$ cat src/rtl/config_loader.sv
// config_loader: sequences configuration words from a valid/ready stream into
// the configuration latch bank, one registered one-hot enable pulse per word.
// Optional feature macro: CFG_LOADER_CHECKSUM_EN (adds a trailing XOR checksum
// word that is compared against all loaded words and reported on io_error).
module config_loader #(
  parameter int unsigned NUM_WORDS = 28,
  parameter int unsigned WORD_W    = 32,
  parameter int unsigned IDX_W     = 5
) (
  input  logic                 clk,
  input  logic                 reset,
  input  logic                 io_start,
  input  logic                 io_cfg_valid,
  input  logic [WORD_W-1:0]    io_cfg_data,
  output logic                 io_cfg_ready,
  output logic [WORD_W-1:0]    io_d_out,
  output logic [NUM_WORDS-1:0] io_configs_en,
  output logic [IDX_W-1:0]     io_word_idx,
  output logic                 io_busy,
  output logic                 io_done,
  output logic                 io_error
);

  typedef enum logic [2:0] {
    IDLE   = 3'd0,
    LOAD   = 3'd1,
    SETUP  = 3'd2,
    STROBE = 3'd3,
    HOLD   = 3'd4,
`ifdef CFG_LOADER_CHECKSUM_EN
    CHECK  = 3'd5,
`endif
    DONE   = 3'd6
  } state_t;

  localparam logic [IDX_W-1:0] LAST_IDX = IDX_W'(NUM_WORDS - 1);

  state_t                 state_q;
  state_t                 state_d;
  logic [IDX_W-1:0]       idx_d;
  logic [WORD_W-1:0]      d_out_d;
  logic [NUM_WORDS-1:0]   en_d;
  logic                   ready_d;
  logic                   busy_d;
  logic                   done_d;
  logic                   xfer;

`ifdef CFG_LOADER_CHECKSUM_EN
  logic [WORD_W-1:0]      acc_q;
  logic [WORD_W-1:0]      acc_d;
  logic                   err_d;
`endif

  // State and registered outputs; every output comes straight from a flop.
  always_ff @(posedge clk) begin
    if (reset) begin
      state_q       <= IDLE;
      io_word_idx   <= '0;
      io_d_out      <= '0;
      io_configs_en <= '0;
      io_cfg_ready  <= 1'b0;
      io_busy       <= 1'b0;
      io_done       <= 1'b0;
`ifdef CFG_LOADER_CHECKSUM_EN
      acc_q         <= '0;
      io_error      <= 1'b0;
`endif
    end else begin
      state_q       <= state_d;
      io_word_idx   <= idx_d;
      io_d_out      <= d_out_d;
      io_configs_en <= en_d;
      io_cfg_ready  <= ready_d;
      io_busy       <= busy_d;
      io_done       <= done_d;
`ifdef CFG_LOADER_CHECKSUM_EN
      acc_q         <= acc_d;
      io_error      <= err_d;
`endif
    end
  end

`ifndef CFG_LOADER_CHECKSUM_EN
  assign io_error = 1'b0;
`endif

  // Next state plus next values of the output registers; io_start overrides all.
  always_comb begin
    state_d = state_q;
    idx_d   = io_word_idx;
    d_out_d = io_d_out;
    xfer    = io_cfg_valid && io_cfg_ready;
`ifdef CFG_LOADER_CHECKSUM_EN
    acc_d   = acc_q;
    err_d   = io_error;
`endif

    if (io_start) begin
      state_d = LOAD;
      idx_d   = '0;
`ifdef CFG_LOADER_CHECKSUM_EN
      acc_d   = '0;
      err_d   = 1'b0;
`endif
    end else begin
      unique case (state_q)
        IDLE: begin
          state_d = IDLE;
        end
        LOAD: begin
          if (xfer) begin
            d_out_d = io_cfg_data;
`ifdef CFG_LOADER_CHECKSUM_EN
            acc_d   = acc_q ^ io_cfg_data;
`endif
            state_d = SETUP;
          end
        end
        SETUP: begin
          state_d = STROBE;
        end
        STROBE: begin
          state_d = HOLD;
        end
        HOLD: begin
          if (io_word_idx < LAST_IDX) begin
            idx_d   = io_word_idx + IDX_W'(1);
            state_d = LOAD;
          end else begin
`ifdef CFG_LOADER_CHECKSUM_EN
            state_d = CHECK;
`else
            state_d = DONE;
`endif
          end
        end
`ifdef CFG_LOADER_CHECKSUM_EN
        CHECK: begin
          // Trailing checksum word is consumed here and never strobed.
          if (xfer) begin
            err_d   = (io_cfg_data != acc_q);
            state_d = DONE;
          end
        end
`endif
        DONE: begin
          state_d = DONE;
        end
        default: begin
          state_d = IDLE;
        end
      endcase
    end

`ifdef CFG_LOADER_CHECKSUM_EN
    ready_d = (state_d == LOAD) || (state_d == CHECK);
`else
    ready_d = (state_d == LOAD);
`endif
    busy_d  = (state_d != IDLE) && (state_d != DONE);
    done_d  = (state_d == DONE);
    en_d    = (state_d == STROBE) ? (NUM_WORDS'(1) << idx_d) : '0;
  end

endmodule

$ cat config.mk
export PLATFORM = sky130hd
export DESIGN_NAME = config_loader
export DESIGN_NICKNAME = d
export VERILOG_FILES = /design/src/rtl/config_loader.sv
export SDC_FILE = /design/constraint.sdc
export NUM_CORES = 1
export LEC_CHECK = 0
export BUFFER_PORTS_ARGS = -buffer_cell sky130_fd_sc_hd__clkbuf_2
export CAP_MARGIN = 30
export CORE_ASPECT_RATIO = 1.4
export CORE_MARGIN = 10
export CORE_UTILIZATION = 51
export CTS_CLUSTER_SIZE = 40
export DETAILED_ROUTE_END_ITERATION = 10
export MAX_ROUTING_LAYER = met4
export PLACE_DENSITY = 0.84
export SETUP_SLACK_MARGIN = 0.1
export SYNTH_ARGS = -nofsm -noshare
export SYNTH_HDL_FRONTEND = slang
export SYNTH_SLANG_ARGS = --single-unit
$ cat constraint.sdc
create_clock -name clk -period 5.36 [get_ports clk]
set_input_delay 0.536 -clock clk [delete_from_list [all_inputs] [get_ports clk]]
set_output_delay 0.536 -clock clk [all_outputs]
set_load 0.01 [all_outputs]
==> run metrics, run 1 <==
aggregate global-route resource usage 0.170; Initial Utilization 0.524; Final setup viols 0; GP Congestion about 0.85; slowest stage delay, CP approximately 0.64 ns; drt pass-1 iters 4; Logic pwr share 0.042; WL final 6950 µm; H-tree depth 3; FMAX ~440 MHz; fin crit share 0.425; Final WS setup 3.08 ns; RSZ-0062 raised after global routing no; Vias per Instance about 5.3; Main synth FF type dfxtp_1; ANT cells 0; Switching Share 0.207; root buf cell clkbuf_8; #FFs+latches synth 71; Die ar. 8240 µm²; Clock Sinks 71; die span in x ~80 µm; Ports 105; Mapped Cells 296; power per cell area 305 nW/µm²; worst skew pair latency 0.33 ns; site row count 30; max_slew headroom 0.492; Compound-Gate Fraction of Synth Area 0.120; Post-Synth Simple-Gate Area 0.266; dominant cells by area after synthesis dfxtp_1 56%, nand2_1 11%, a21oi_1 7.7%, nor3_1 4.3%, nor2_1 2.7%; Switch Pwr 0.206 mW; first-pass GRT wire length around 11000 µm; XOR/XNOR Fraction of Synth Area 0.00690; cell taking the most area after synthesis dfxtp_1; CTS Buffer Depth 2; critical-path cell list nor3b_4 -> o21ai_1 -> o21ai_0 -> or4b_1 -> nor3_1; PortBufs 103; CTS buffer count 9; syn avg cell area 8.57 µm²; clock slew seen by the registers of the worst setup and hold paths around 0.070 ns; DR vias 2434; initial antenna violation count 0; antenna viol nets, final 0; min cycle time layout 2.28 ns; internal power 0.792 mW; starting DRC count in detailed routing approximately 170; Ys Warns 0; worst-path cell with the longest stage delay or4b_1; Buf/Inv on CP 0; Static Leak 1.35 nW; WL/cell approximately 15 µm; clk_skew 0.00911 ns; Remaining DRCs 0; number of synthesized flops with an enable pin 0; async set or reset register ratio after synthesis 0; Hold Buf Count CTS 0; Final Total Pwr 0.998 mW; final hold slack 0.423 ns; Synth cell types 41; sequential share of power 0.537; Critical Path End Type flop; Critical Path AT 2.52 ns; startpoint types flop; Layout area overhead 28.9%; Netlist Area Pre-Place ~2500 µm²; largest net degree at the start of global routing 38; min-delay worst type in -> reg; fin nets 428; GRT Residual Overflow 0; final hold viol count 0; Top delay family on crit path simple AND/OR/NAND/NOR gates; Worst VDD drop 175 µV; Clock Power Share 0.421; number of fill cells in the layout 371; Slew Viols, Final 0; setup TNS 0 ns; vias in the first global route 2342; CTS resizes 0; max-capacitance violation count 0; DP HPWL approximately 5200 µm; slew of the pin with the lowest slew margin 0.759 ns; multiplexer share of the synthesized area 0.00394; Yosys top cell area share 0.560; adder-cell share of the synthesized area 0.00493; status finished clean; DP Worst Slack 2.91 ns; Die Y just over 100 µm; main combinational cell family by area after synthesis simple AND/OR/NAND/NOR gates; critical path class reg -> reg; Crit Path Max Fanout 9; postcts setup bufs 0; Core Box Area 4840 µm²; CTS tree built; proportion of layout cells with a drive suffix above 1 0.313; Syn Nets ~330; fraction of the yosys area taken by sequential cells 0.560; Req. time, crit path ~5.6 ns
-- layout by cell type (no fill, tap or decap), drive strengths merged, types with 2 or more instances in the layout --
cell type  Yosys  final
nor2b          3      3
or2            2      2
a21oi         39     39
dfxtp         71     71
a31oi          2      2
inv            3      3
nor3          22     22
a41oi          2      2
nor3b          3      3
nor2          19     19
nand2         73     73
o21ai          4      4
clkbuf        17    117
nor4          10     10
nand3          2      2
or3b           2      2
-- sequential cells by signal, indices dropped and copies added (netlist names) --
signal         flops
io_busy            1
io_configs_en     28
state_q            3
io_d_out          32
io_done            1
io_cfg_ready       1
io_word_idx        5
-- cell usage after synthesis (2+ instances only) --
cell type,n
nand2_1,73
dfxtp_1,71
a21oi_1,39
nor3_1,22
nor2_1,18
clkbuf_1,17
nor4_1,10
inv_1,3
nor2b_1,3
a31oi_1,2
a41oi_1,2
buf_2,2
nand3_1,2
nor3b_1,2
o21ai_0,2
o21ai_1,2
or2_2,2
-- tightest hold or removal path: cells and delay by family --
kind | cells | cell delay (ns)
AO/OA/AOI/OAI | 1 | 0.05
buffers and inverters | 1 | 0.08
AND/OR/NAND/NOR | 1 | 0.04
-- final timing paths --
path | startpoint | endpoint | slack [ns] | cells past startpoint
hold / removal | io_cfg_data[30] | io_d_out[30]$_SDFFE_PP0P_ | 0.42 | 3
setup reg to reg | state_q[2]$_SDFF_PP0_ | io_configs_en[15]$_SDFF_PP0_ | 3.08 | 5
setup / recovery | state_q[2]$_SDFF_PP0_ | io_configs_en[15]$_SDFF_PP0_ | 3.08 | 5
hold reg to reg | io_d_out[13]$_SDFFE_PP0P_ | io_d_out[13]$_SDFFE_PP0P_ | 0.45 | 2
-- stage by stage --
step                       util  std cells  cell area [µm²]
after floorplan               -        296             2540
after global placement    0.631        443             3050
after detailed placement  0.634        444             3070
after CTS                 0.675        460             3270
after global routing      0.675        460             3270
final                     0.675        460             3270
-- metal layers --
metal	vias up	share of wire	track usage	wire, µm
li1	1188	-	-	-
met1	1134	0.36	0.175	2500
met2	102	0.53	0.285	3710
met3	10	0.090	0.0649	622
met4	0	0.017	0.0692	118
met5	-	0	-	0
-- cell families after synthesis --
| kind of cell | count (synthesis) |
|---|---|
| mux | 1 |
| fa+ha+maj | 1 |
| flops | 71 |
| other cells | 1 |
| xor+xnor | 2 |
| simple gates | 143 |
| compound gates | 54 |
| buf+inv | 23 |
-- layout make-up --
| cell class | instances | area (µm²) | share of cell area |
|---|---|---|---|
| Clock buffer | 14 | 163 | 0.0497 |
| Tap cell | 64 | 80.1 | 0.0245 |
| Sequential cell | 71 | 1420 | 0.435 |
| Inverter | 3 | 11.3 | 0.00344 |
| Multi-Input combinational cell | 202 | 1030 | 0.314 |
| Clock inverter | 2 | 38.8 | 0.0119 |
| Timing Repair Buffer | 104 | 531 | 0.162 |
-- power by group through the flow --
| stage | sequential (mW) | combinational [mW] | clock (mW) |
|---|---|---|---|
| 4_1_cts | 0.536 | 0.0419 | 0.427 |
| 2_1_floorplan | 0.549 | 0.0190 | 0 |
| 6_report | 0.536 | 0.0417 | 0.420 |
| 3_5_place_dp | 0.548 | 0.0415 | 0 |
| 5_1_grt | 0.536 | 0.0465 | 0.451 |
| 3_3_place_gp | 0.548 | 0.0405 | 0 |
(Power assumes the default switching activity.)
==> inputs of run 2 (changes only) <==
Settings changed: CORE_UTILIZATION 51 to 47, PLACE_DENSITY 0.84 to 0.78.
Clock period 5.36 ns to 2.2 ns, I/O delays scaled along.
==> run 2 against run 1 <==
Critical path depth is the same. Cell area grew 1.6%. Die area grew 6.6%. Total power grew 130%. Critical path type unchanged. Sequential power grew 140%. Non-clock buffer count grew 10. Final cell count grew 2.2%. Utilization shrank 3.6 points. Clock-buffer cell count shrank 4. Via count shrank 3.5%. Routed wire length shrank 1.6%. Fmax grew 14%.
==> run metrics, run 2 (synthesis gave the netlist of run 1 again) <==
Hold Crit Depth 3 (unchanged); drt pass-1 iters 4 (unchanged); Register-to-Register Path Depth 5 (unchanged); CTS tree built; power per cell area 681 nW/µm² (+120%); Reg with most FFs io_d_out; Slew Viols, Final 0 (unchanged); WL final 6830 µm (-1.6%); min cycle time layout 1.99 ns (-0.286 ns); Initial Utilization 0.488 (-0.0358); number of fill cells in the layout 442 (+19%); GRT Residual Overflow 0 (unchanged); PortBufs 103 (unchanged); clk_skew 0.00747 ns (-0.00164 ns); worst-path cell with the longest stage delay or3b_1; register area 1430 µm² (+0.26%); critical path class reg -> reg; Ports 105 (unchanged); site row count 31 (+3.3%); slew of the pin with the lowest slew margin 0.580 ns (-0.178 ns); max_slew headroom 0.613 (+0.121); Worst VDD drop 306 µV (+74%); ANT cells 0 (unchanged); FMAX 501 MHz (+14%); Core Box Area 5200 µm² (+7.3%); met2 usage 0.256 (-0.0297); first-pass GRT wire length 10500 µm (-3.7%); startpoint types flop; Remaining DRCs 0 (unchanged); H-tree depth 3 (unchanged); Top delay family on crit path simple AND/OR/NAND/NOR gates; Crit Path Max Fanout 9 (unchanged); worst skew pair latency 0.34 ns (about the same); Static Leak 1.38 nW (+1.8%); Largest regs io_d_out (32), io_configs_en (28), io_word_idx (5); Layout area overhead 30.9%; Hold Buf Count CTS 0 (unchanged); Vias per Instance 5.00 (-5.5%); WL/cell 14.5 µm (-3.7%); met1 GRT Util 0.165 (-0.0104); Clock Sinks 71 (unchanged); GRT busiest layer met2; Final Total Pwr 2.26 mW (+130%); CP Depth 5 (unchanged); DP HPWL 5120 µm (-2.2%); most common cell after layout, fill and taps aside clkbuf_2; min-delay worst type in -> reg; clock slew seen by the registers of the worst setup and hold paths 0.07 ns (about the same); proportion of layout cells with a drive suffix above 1 0.351 (+0.0384); number of flip-flops under the largest register name 32 (unchanged); DR vias 2350 (-3.5%); CTS buffer count 9 (unchanged); antenna viol nets, final 0 (unchanged); initial antenna violation count 0 (unchanged); largest net degree at the start of global routing 37 (-2.6%); root buf cell clkbuf_8; status finished clean; critical-path cell list nor3b_4 -> a41oi_1 -> a311o_1 -> or3b_1 -> nor4_1; Die ar. 8780 µm² (+6.6%); Critical Path End Type flop; RSZ-0062 raised after global routing yes; Req. time, crit path 2.45 ns (-3.15 ns); most frequent cells in the layout 103 x clkbuf_2, 73 x nand2_1, 68 x dfxtp_1; fin nets 438 (+2.3%); Final setup viols 0 (unchanged); Buf/Inv on CP 0 (unchanged); starting DRC count in detailed routing 176 (+4.1%); max-capacitance violation count 0 (unchanged); met3 usage 0.0301 (-0.0348); aggregate global-route resource usage 0.154 (-0.0157); area of the multi-input gates 1050 µm² (+2.6%); vias in the first global route 2180 (-6.9%); final hold viol count 0 (unchanged); slowest stage delay, CP 0.44 ns (-0.20 ns); die span in x 82.1 µm (+3.1%); GP Congestion 0.891 (+4.6%); setup TNS 0 ns (unchanged); fin crit share 0.906 (+0.481); Critical Path AT 2.25 ns (-0.27 ns); Finished Core Util 0.639 (-0.0363); CTS Buffer Depth 2 (unchanged); Die Y 107 µm (+3.4%)
run 2: tightest hold or removal path: stages:
cell	delay (ns)
clkbuf_2	0.08
nand2_1	0.04
a21oi_1	0.05
run 2: power breakdown:
part / switching, mW / internal [mW]
registers: 0.00864 / 1.30
clock network: 0.458 / 0.392
logic: 0.0610 / 0.0468
total: 0.528 / 1.74
run 2: routing by layer:
metal  share of wire  wire length, µm
met1            0.38             2620
met2            0.51             3510
met3           0.083              564
met4           0.021              146
met5               0                0
run 2: path summary, 6_finish.rpt:
path / slack (ns) / endpoint / start
worst max-delay path: 0.21 / io_configs_en[24]$_SDFF_PP0_ / state_q[1]$_SDFF_PP0_
worst min register to register: 0.45 / io_d_out[13]$_SDFFE_PP0P_ / io_d_out[13]$_SDFFE_PP0P_
worst min-delay path: 0.09 / io_d_out[20]$_SDFFE_PP0P_ / io_cfg_data[20]
worst max register to register: 0.21 / io_configs_en[24]$_SDFF_PP0_ / state_q[1]$_SDFF_PP0_
run 2: final cells by class:
| class | count | area share |
|---|---|---|
| Inverter | 3 | 0.00339 |
| Sequential cell | 71 | 0.429 |
| Timing Repair Buffer | 114 | 0.180 |
| Tap cell | 66 | 0.0249 |
| Clock inverter | 4 | 0.00753 |
| Multi-Input combinational cell | 202 | 0.317 |
| Clock buffer | 10 | 0.0384 |
run 2: through the flow:
step                cell area (µm²)  setup slack (ns)  instances  hold slack [ns]
floorplan                      2540             0.283        296            0.356
global placement               3130             0.242        455            0.441
detailed placement             3130             0.150        455            0.446
CTS                            3280             0.146        469           0.0832
global route                   3320            0.0735        470           0.0966
finish                         3320             0.206        470           0.0908
run 2: what timing repair did:
| action | CTS | global route |
|---|---|---|
| resized for setup | 0 | 8 |
| endpoints found under the setup margin | 0 | 25 |
| buffers inserted | 0 | 1 |
